<file path="src/rtl/seq_det_sched.sv">
// rtl/seq_det_sched.sv - run controller for a programmable serial sequence detector
// Optional feature macro: SEQDET_OVERLAP_EN (overlapping match detection).
module seq_det_sched #(
    parameter int MAX_LEN = 8,
    parameter int CNT_W   = 8,
    parameter int LEN_W   = $clog2(MAX_LEN + 1)
) (
    input  logic               clk,
    input  logic               reset,
    input  logic               cfg_valid,
    output logic               cfg_ready,
    input  logic [MAX_LEN-1:0] cfg_pattern,
    input  logic [LEN_W-1:0]   cfg_len,
    input  logic [CNT_W-1:0]   cfg_target,
    input  logic               start,
    input  logic               stop,
    input  logic               din_valid,
    input  logic               din,
    output logic               hit,
    output logic [CNT_W-1:0]   match_cnt,
    output logic               busy,
    output logic               done
);

    typedef enum logic [1:0] {
        IDLE = 2'd0,
        RUN  = 2'd1,
        DONE = 2'd2
    } state_t;

    state_t             state_q, state_d;
    logic [MAX_LEN-1:0] pattern_q, pattern_d;
    logic [LEN_W-1:0]   len_q, len_d;
    logic [CNT_W-1:0]   target_q, target_d;
    logic [MAX_LEN-1:0] win_q, win_d;
    logic [LEN_W-1:0]   fill_q, fill_d;
    logic [CNT_W-1:0]   cnt_q, cnt_d;
    logic               hit_q, hit_d;
    logic               busy_q, busy_d;
    logic               done_q, done_d;

    logic [LEN_W-1:0]   len_clamped;
    logic [LEN_W-1:0]   len_eff;
    logic [MAX_LEN-1:0] len_mask;
    logic [MAX_LEN-1:0] win_shift;
    logic [LEN_W-1:0]   fill_inc;
    logic [CNT_W-1:0]   cnt_inc;
    logic               is_match;

    assign cfg_ready = (state_q == IDLE) || (state_q == DONE);

    always_comb begin
        len_clamped = cfg_len;
        if (cfg_len == '0) begin
            len_clamped = LEN_W'(1);
        end else if (cfg_len > LEN_W'(MAX_LEN)) begin
            len_clamped = LEN_W'(MAX_LEN);
        end
    end

    // The length register resets to zero, which still has to behave as a 1-bit pattern.
    assign len_eff = (len_q == '0) ? LEN_W'(1) : len_q;

    always_comb begin
        len_mask = '0;
        for (int i = 0; i < MAX_LEN; i++) begin
            len_mask[i] = (i < int'(len_eff));
        end
    end

    assign win_shift = {win_q[MAX_LEN-2:0], din};
    assign fill_inc  = (fill_q == LEN_W'(MAX_LEN)) ? fill_q : fill_q + LEN_W'(1);
    assign cnt_inc   = (&cnt_q) ? cnt_q : cnt_q + CNT_W'(1);
    assign is_match  = (fill_inc >= len_eff) &&
                       ((win_shift & len_mask) == (pattern_q & len_mask));

    always_comb begin
        state_d   = state_q;
        pattern_d = pattern_q;
        len_d     = len_q;
        target_d  = target_q;
        win_d     = win_q;
        fill_d    = fill_q;
        cnt_d     = cnt_q;
        hit_d     = 1'b0;

        if (cfg_valid && cfg_ready) begin
            pattern_d = cfg_pattern;
            len_d     = len_clamped;
            target_d  = cfg_target;
        end

        case (state_q)
            IDLE, DONE: begin
                if (start) begin
                    state_d = RUN;
                    win_d   = '0;
                    fill_d  = '0;
                    cnt_d   = '0;
                end
            end
            RUN: begin
                // Stop outranks a bit completing on the same edge.
                if (stop) begin
                    state_d = IDLE;
                end else if (din_valid) begin
                    win_d  = win_shift;
                    fill_d = fill_inc;
                    if (is_match) begin
                        hit_d = 1'b1;
                        cnt_d = cnt_inc;
`ifdef SEQDET_OVERLAP_EN
                        fill_d = fill_inc;
`else
                        fill_d = '0;
`endif
                        if ((target_q != '0) && (cnt_inc == target_q)) begin
                            state_d = DONE;
                        end
                    end
                end
            end
            default: begin
                state_d = IDLE;
            end
        endcase

        busy_d = (state_d == RUN);
        done_d = (state_d == DONE);
    end

    always_ff @(posedge clk or posedge reset) begin
        if (reset) begin
            state_q   <= IDLE;
            pattern_q <= '0;
            len_q     <= '0;
            target_q  <= '0;
            win_q     <= '0;
            fill_q    <= '0;
            cnt_q     <= '0;
            hit_q     <= 1'b0;
            busy_q    <= 1'b0;
            done_q    <= 1'b0;
        end else begin
            state_q   <= state_d;
            pattern_q <= pattern_d;
            len_q     <= len_d;
            target_q  <= target_d;
            win_q     <= win_d;
            fill_q    <= fill_d;
            cnt_q     <= cnt_d;
            hit_q     <= hit_d;
            busy_q    <= busy_d;
            done_q    <= done_d;
        end
    end

    assign hit       = hit_q;
    assign match_cnt = cnt_q;
    assign busy      = busy_q;
    assign done      = done_q;

endmodule
</file>
<file path="config.mk">
export PLATFORM = sky130hd
export DESIGN_NAME = seq_det_sched
export DESIGN_NICKNAME = d
export VERILOG_FILES = /design/src/rtl/seq_det_sched.sv
export SDC_FILE = /design/constraint.sdc
export NUM_CORES = 1
export LEC_CHECK = 0
export ABC_CLOCK_PERIOD_IN_PS = 3350
export BUFFER_PORTS_ARGS = -buffer_cell sky130_fd_sc_hd__buf_2
export CAP_MARGIN = 20
export CORE_ASPECT_RATIO = 1.5
export CORE_MARGIN = 1.5
export CORE_UTILIZATION = 55
export DETAILED_ROUTE_END_ITERATION = 16
export PLACE_DENSITY = 0.8
export SLEW_MARGIN = 40
export SYNTH_ARGS = -nofsm -noshare
export SYNTH_HDL_FRONTEND = slang
export SYNTH_SLANG_ARGS = --single-unit
</file>
<file path="constraint.sdc">
create_clock -name clk -period 3.35 [get_ports clk]
set_input_delay 1.005 -clock clk [delete_from_list [all_inputs] [get_ports clk]]
set_output_delay 1.005 -clock clk [all_outputs]
set_load 0.05 [all_outputs]
</file>
* Yosys cells after proc, flatten, opt, wreduce, memory -nomap -nowiden
Index checks and enable logic that the tools add are counted. W data, S select, Z words.
Operators by class: add/subtract/negate cells 2, bitwise operators 2, mux-type cells 28, $lt $le $gt $ge 10, eq/ne operators 11, reduce and logical (&&, ||, !) cells 13
Operators with widths (count):
- $mux W8 | 5
- $mux W4 | 8
- $and A8 B8 Y8 | 2
- $eq A8 B8 Y1 | 2
- $lt A3 B4 Y1 const A | 4
- $pmux W8 S2 | 1
- $mux W7 | 2
- $pmux W7 S2 | 1
- $mux W2 | 5
- $add A8 B1 Y8 const B | 1
- $logic_not A4 Y1 | 2
- $lt A1 B4 Y1 const A | 2
- $lt A2 B4 Y1 const A | 2
- $ne A2 B2 Y1 const B | 4
- $pmux W4 S2 | 1
- $reduce_and A8 Y1 | 1
- $reduce_bool A8 Y1 | 1
- $reduce_and A5 Y1 | 1
- $add A4 B1 Y4 const B | 1
- $eq A2 B1 Y1 const B | 2
- $eq A2 B2 Y1 const B | 2
- $eq A4 B4 Y1 const B | 1
- $ge A4 B4 Y1 | 1
- $gt A4 B4 Y1 const B | 1
- other kinds (8) | 13
Word-level totals: word-level logic and storage cells 76, bits in registers 44, bits of input ports 27, output and inout port bits 12

* Depth between registers and ports, before layout
depth in word-level cells 11, depth in mapped cells 13

* Worst setup path before layout
Ideal clock, no wire load.
kind register to register, from reg fill_q[0], to reg cnt_q[5] (netlist: match_cnt[5]), arrival time 2.442 ns, setup time 0.126 ns, period minus slack after synthesis 2.568 ns, path slack 0.782 ns, cell stages (with the launch flop) 13, cells stage by stage dfrtp_1 > inv_1 > ha_1 > nand2_1 > nor2_1 > xnor2_1 > ha_1 > nand2b_1 > a2111oi_2 > nor4b_4 > nor3b_4 > and3_1 > a221o_1
On the way: cells in the longest elaborated chain, start to end 6
Ends and longest elaborated chain:
- from (decl) | line 36 | logic [LEN_W-1:0] fill_q, fill_d;
- from (signal assigned) | line 150 | fill_q <= fill_d;
- $add A4 B1 Y4 / $eq A4 B4 Y1 (equally long branches) | line 72 | assign fill_inc = (fill_q == LEN_W'(MAX_LEN)) ? fill_q : fill_q + LEN_W'(1);
- $mux W4 * | line 72
- $ge A4 B4 Y1 * | line 74 | assign is_match = (fill_inc >= len_eff) &&
- $logic_and A1 B1 Y1 * | line 74
- $ne A2 B2 Y1 (no source line) *
- $reduce_and A5 Y1 (no source line) *
- to (signal assigned) | line 151 | cnt_q <= cnt_d;
- to (decl) | line 37 | logic [CNT_W-1:0] cnt_q, cnt_d;
Mark *: on every way between the ends. The rest lies on a longest branch, timed or not. A chain may end at the register's enable or synchronous reset.

* Worst setup path after layout
from reg fill_q[0], to reg cnt_q[1] (netlist: match_cnt[1])
The elaborated chain is that of the path after synthesis.

==> results by group <==
STA
  – Max-slew headroom at the worst pin: 60.3%
  – Final Hold Vio Count: 0
  – Setup repair after global routing missed its margin: no
  – Final critical-path required period: 2800 ps
  – Fmax achieved: 0.357 GHz
  – Setup violations, final: 0
  – Final slew viol count: 0
  – Post-route clock period utilization: 83.6%
  – Slew @ Worst Pin: 596 ps
  – Setup_tns: 0 ps
  – Final worst clock skew: 9.79 ps
  – Final hold slack: 508 ps
  – Minimum setup slack in the final design: 549 ps

Global routing
  – Global-route usage over all layers: 24.7%
  – Number of antenna violations at the first check in global routing: 0
  – GRT Residual Overflow: 0
  – Vias in the first global route: 2093
  – Largest net degree at the start of global routing: 29
  – Global-route wire length before repair: 9.60 mm

Setup path
  – Worst flop-to-flop path startpoint: fill_q[0]$_DFFE_PP0P_
  – WP data required: 3600 ps
  – Worst EP arrival: 3050 ps
  – Endpoint kind of the worst setup timing path: flip-flop
  – Critical path fanouts, max: 15
  – Origin of the worst setup path: fill_q[0]$_DFFE_PP0P_
  – Category of the critical setup timing path: reg -> reg
  – CP Launch Type: flip-flop

Placed design
  – Placement Cell Area: 2780 sq um
  – DPL Wire Length: 4.19 mm
  – Count of port buffers added during placement: 38
  – Placement-stage worst setup slack: 547 ps
  – Final weighted congestion of routability-driven global placement: 0.905

Pwr
  – Final Power: 1410 uW
  – Leakage power total: 0.00139 uW
  – Total power per unit cell area: 491 nW/um^2
  – Worst-case vdd ir drop: 0.370 mV

Yosys
  – Sequential area share after synthesis: 42.9%
  – Syn avg cell area: 8.90 sq um
  – Mapped Nets: 322
  – Gate count of the mapped netlist: 288
  – Number of library cell types mapped by synthesis: 55
  – Number of storage elements in the synthesis netlist: 44
  – Main flop type after synthesis: sky130_fd_sc_hd__dfrtp_1
  – Share of flip-flops with an asynchronous set or reset: 100%
  – YS warnings: 0
  – Post-Synthesis Cell Area: 2560 sq um
  – Number of enable flip-flop cells after synthesis: 0

Floorplanning
  – Number of rows in the core area: 30
  – Die height: 86.6 um
  – Chip Width: 58.7 um
  – Top-Level Pins: 39
  – Die area: 5090 sq um
  – Core footprint: 4500 sq um
  – Initial Util: 56.9%

Clock tree
  – Later-pin clock latency in the skew report: 300 ps
  – Clock Path Buffers: 2
  – Root Buffer Master: sky130_fd_sc_hd__clkbuf_8
  – Number of clock buffers inserted by TritonCTS: 5
  – Clock tree from TritonCTS: yes
  – Clk sink count: 44
  – Number of H-tree levels: 2
  – # hold bufs at CTS: 0
  – Clk pin slew, worst setup/hold paths: 90 ps
  – Resized cells post-CTS: 0
  – Setup Fix Bufs, Post-CTS: 0

Hold path
  – Class of the tightest hold or removal check: reg -> reg
  – Min-delay src: pattern_q[0]$_DFFE_PP0P_

Cells and area
  – Inserted Diodes: 0
  – Filler Cells Inserted: 391
  – Area growth from synthesis to final layout: 12.1%
  – Commonest cells after routing, fill and taps aside: 77 x sky130_fd_sc_hd__nand2_1, 44 x sky130_fd_sc_hd__dfrtp_1, 38 x sky130_fd_sc_hd__buf_2, 18 x sky130_fd_sc_hd__o21ai_0, 13 x sky130_fd_sc_hd__a21oi_1
  – Most common library cell in the layout ignoring fill and taps: sky130_fd_sc_hd__nand2_1
  – Fin area: 2870 sq um
  – Share of layout cells above drive strength 1: 19.6%
  – Nets: 359

Routing
  – Via-per-instance ratio: 5.81
  – Number of antenna-violating nets in the routed design: 0
  – Starting DRT DRC Count: 162
  – Length of the first detailed-routing pass in iterations: 5
  – Final routed DRC violation total: 0
  – Vias post-DR: 2173
  – Post-detailed-routing wire length: 5.63 mm
  – Post-DR wirelength/cell: 15.0 um

Run
  – Total of max-cap violations: 0

Outcome
  – Run status: finished clean
## state kept, by name, summed over array words and instances, names as in the netlist
| name | count |
|---|---|
| hit | 1 |
| state_q | 2 |
| win_q | 7 |
| busy | 1 |
| target_q | 8 |
| len_q | 4 |
| fill_q | 4 |
| pattern_q | 8 |
| match_cnt | 8 |
| done | 1 |
## final cells by class
cell class	count	area [sq um]	share of cell area (%)
tap	48	60.1	2.09
timing repair buffer	41	213	7.40
inverter	11	42.5	1.48
multi-input combinational	222	1360	47.3
clock inverter	2	15.0	0.522
sequential	44	1100	38.3
clock buffer	6	82.6	2.87
## logic make-up after synthesis
kind of cell               synth area share [%]
AOI/OAI and AO/OA                          17.8
xor gates and xnor gates                   4.78
adders and majority gates                  3.42
buffers and inverters                      4.00
DFF                                        42.9
muxes                                     0.439
and+or+nand+nor                            26.6
## worst max-delay path, stage by stage, from the launching register on
cell and delay (ps):
sky130_fd_sc_hd__dfrtp_1 410, sky130_fd_sc_hd__inv_1 100, sky130_fd_sc_hd__ha_1 140, sky130_fd_sc_hd__nand2_1 60, sky130_fd_sc_hd__nand3_1 80, sky130_fd_sc_hd__o21ai_0 110
sky130_fd_sc_hd__ha_1 300, sky130_fd_sc_hd__o21a_1 110, sky130_fd_sc_hd__o21ai_0 120, sky130_fd_sc_hd__nor4b_4 370, sky130_fd_sc_hd__nor3b_4 590, sky130_fd_sc_hd__a21boi_0 260
sky130_fd_sc_hd__a21o_1 100
## metrics by stage
stage / utilization [%] / instances
global route: 63.8 / 374
floorplan: - / 288
detailed placement: 61.6 / 366
CTS: 63.8 / 374
finish: 63.8 / 374
global placement: 61.6 / 366
## final timing paths
kind | end | slack, ps | cells after the start
max in group asynchronous | fill_q[0]$_DFFE_PP0P_ | 2050 | 3
hold / removal | pattern_q[0]$_DFFE_PP0P_ | 510 | 2
setup / recovery | match_cnt[1]$_DFFE_PP0P_ | 550 | 12
setup reg to reg | match_cnt[1]$_DFFE_PP0P_ | 550 | 12
min in group asynchronous | done$_DFF_PP0_ | 700 | 2
hold reg to reg | pattern_q[0]$_DFFE_PP0P_ | 510 | 2
## metal layers
| layer | share of wire, % | track usage (%) | up-vias |
|---|---|---|---|
| li1 | - | - | 1068 |
| met1 | 39 | 29.2 | 1027 |
| met2 | 54 | 42.3 | 61 |
| met3 | 3.8 | 4.48 | 17 |
| met4 | 3.0 | 11.8 | 0 |
| met5 | 0 | 0 | - |
## cells in the mapped netlist, types with 3 or more instances
cell	instances	area [sq um]
sky130_fd_sc_hd__a21o_1	4	30.0
sky130_fd_sc_hd__a21oi_1	13	65.1
sky130_fd_sc_hd__a31oi_1	5	31.3
sky130_fd_sc_hd__a32o_1	3	30.0
sky130_fd_sc_hd__and3_1	5	31.3
sky130_fd_sc_hd__buf_2	4	20.0
sky130_fd_sc_hd__clkbuf_1	4	15.0
sky130_fd_sc_hd__dfrtp_1	44	1100
sky130_fd_sc_hd__ha_1	7	87.6
sky130_fd_sc_hd__inv_1	11	41.3
sky130_fd_sc_hd__nand2_1	77	289
sky130_fd_sc_hd__nand2b_1	3	18.8
sky130_fd_sc_hd__nand3_1	7	35.0
sky130_fd_sc_hd__nand4_1	3	18.8
sky130_fd_sc_hd__nor2_1	11	41.3
sky130_fd_sc_hd__nor2b_1	4	25.0
sky130_fd_sc_hd__nor3_1	4	20.0
sky130_fd_sc_hd__o21ai_0	18	90.1
sky130_fd_sc_hd__o21ai_1	3	15.0
sky130_fd_sc_hd__xnor2_1	10	87.6
sky130_fd_sc_hd__xor2_1	4	35.0
## power breakdown
part           leakage (uW)  switching [uW]  internal, uW
Clock             0.0000434             188           167
Sequential         0.000578            72.5           594
Combinational      0.000766             221           168
No activity file was read; power rests on OpenSTA's default activity.
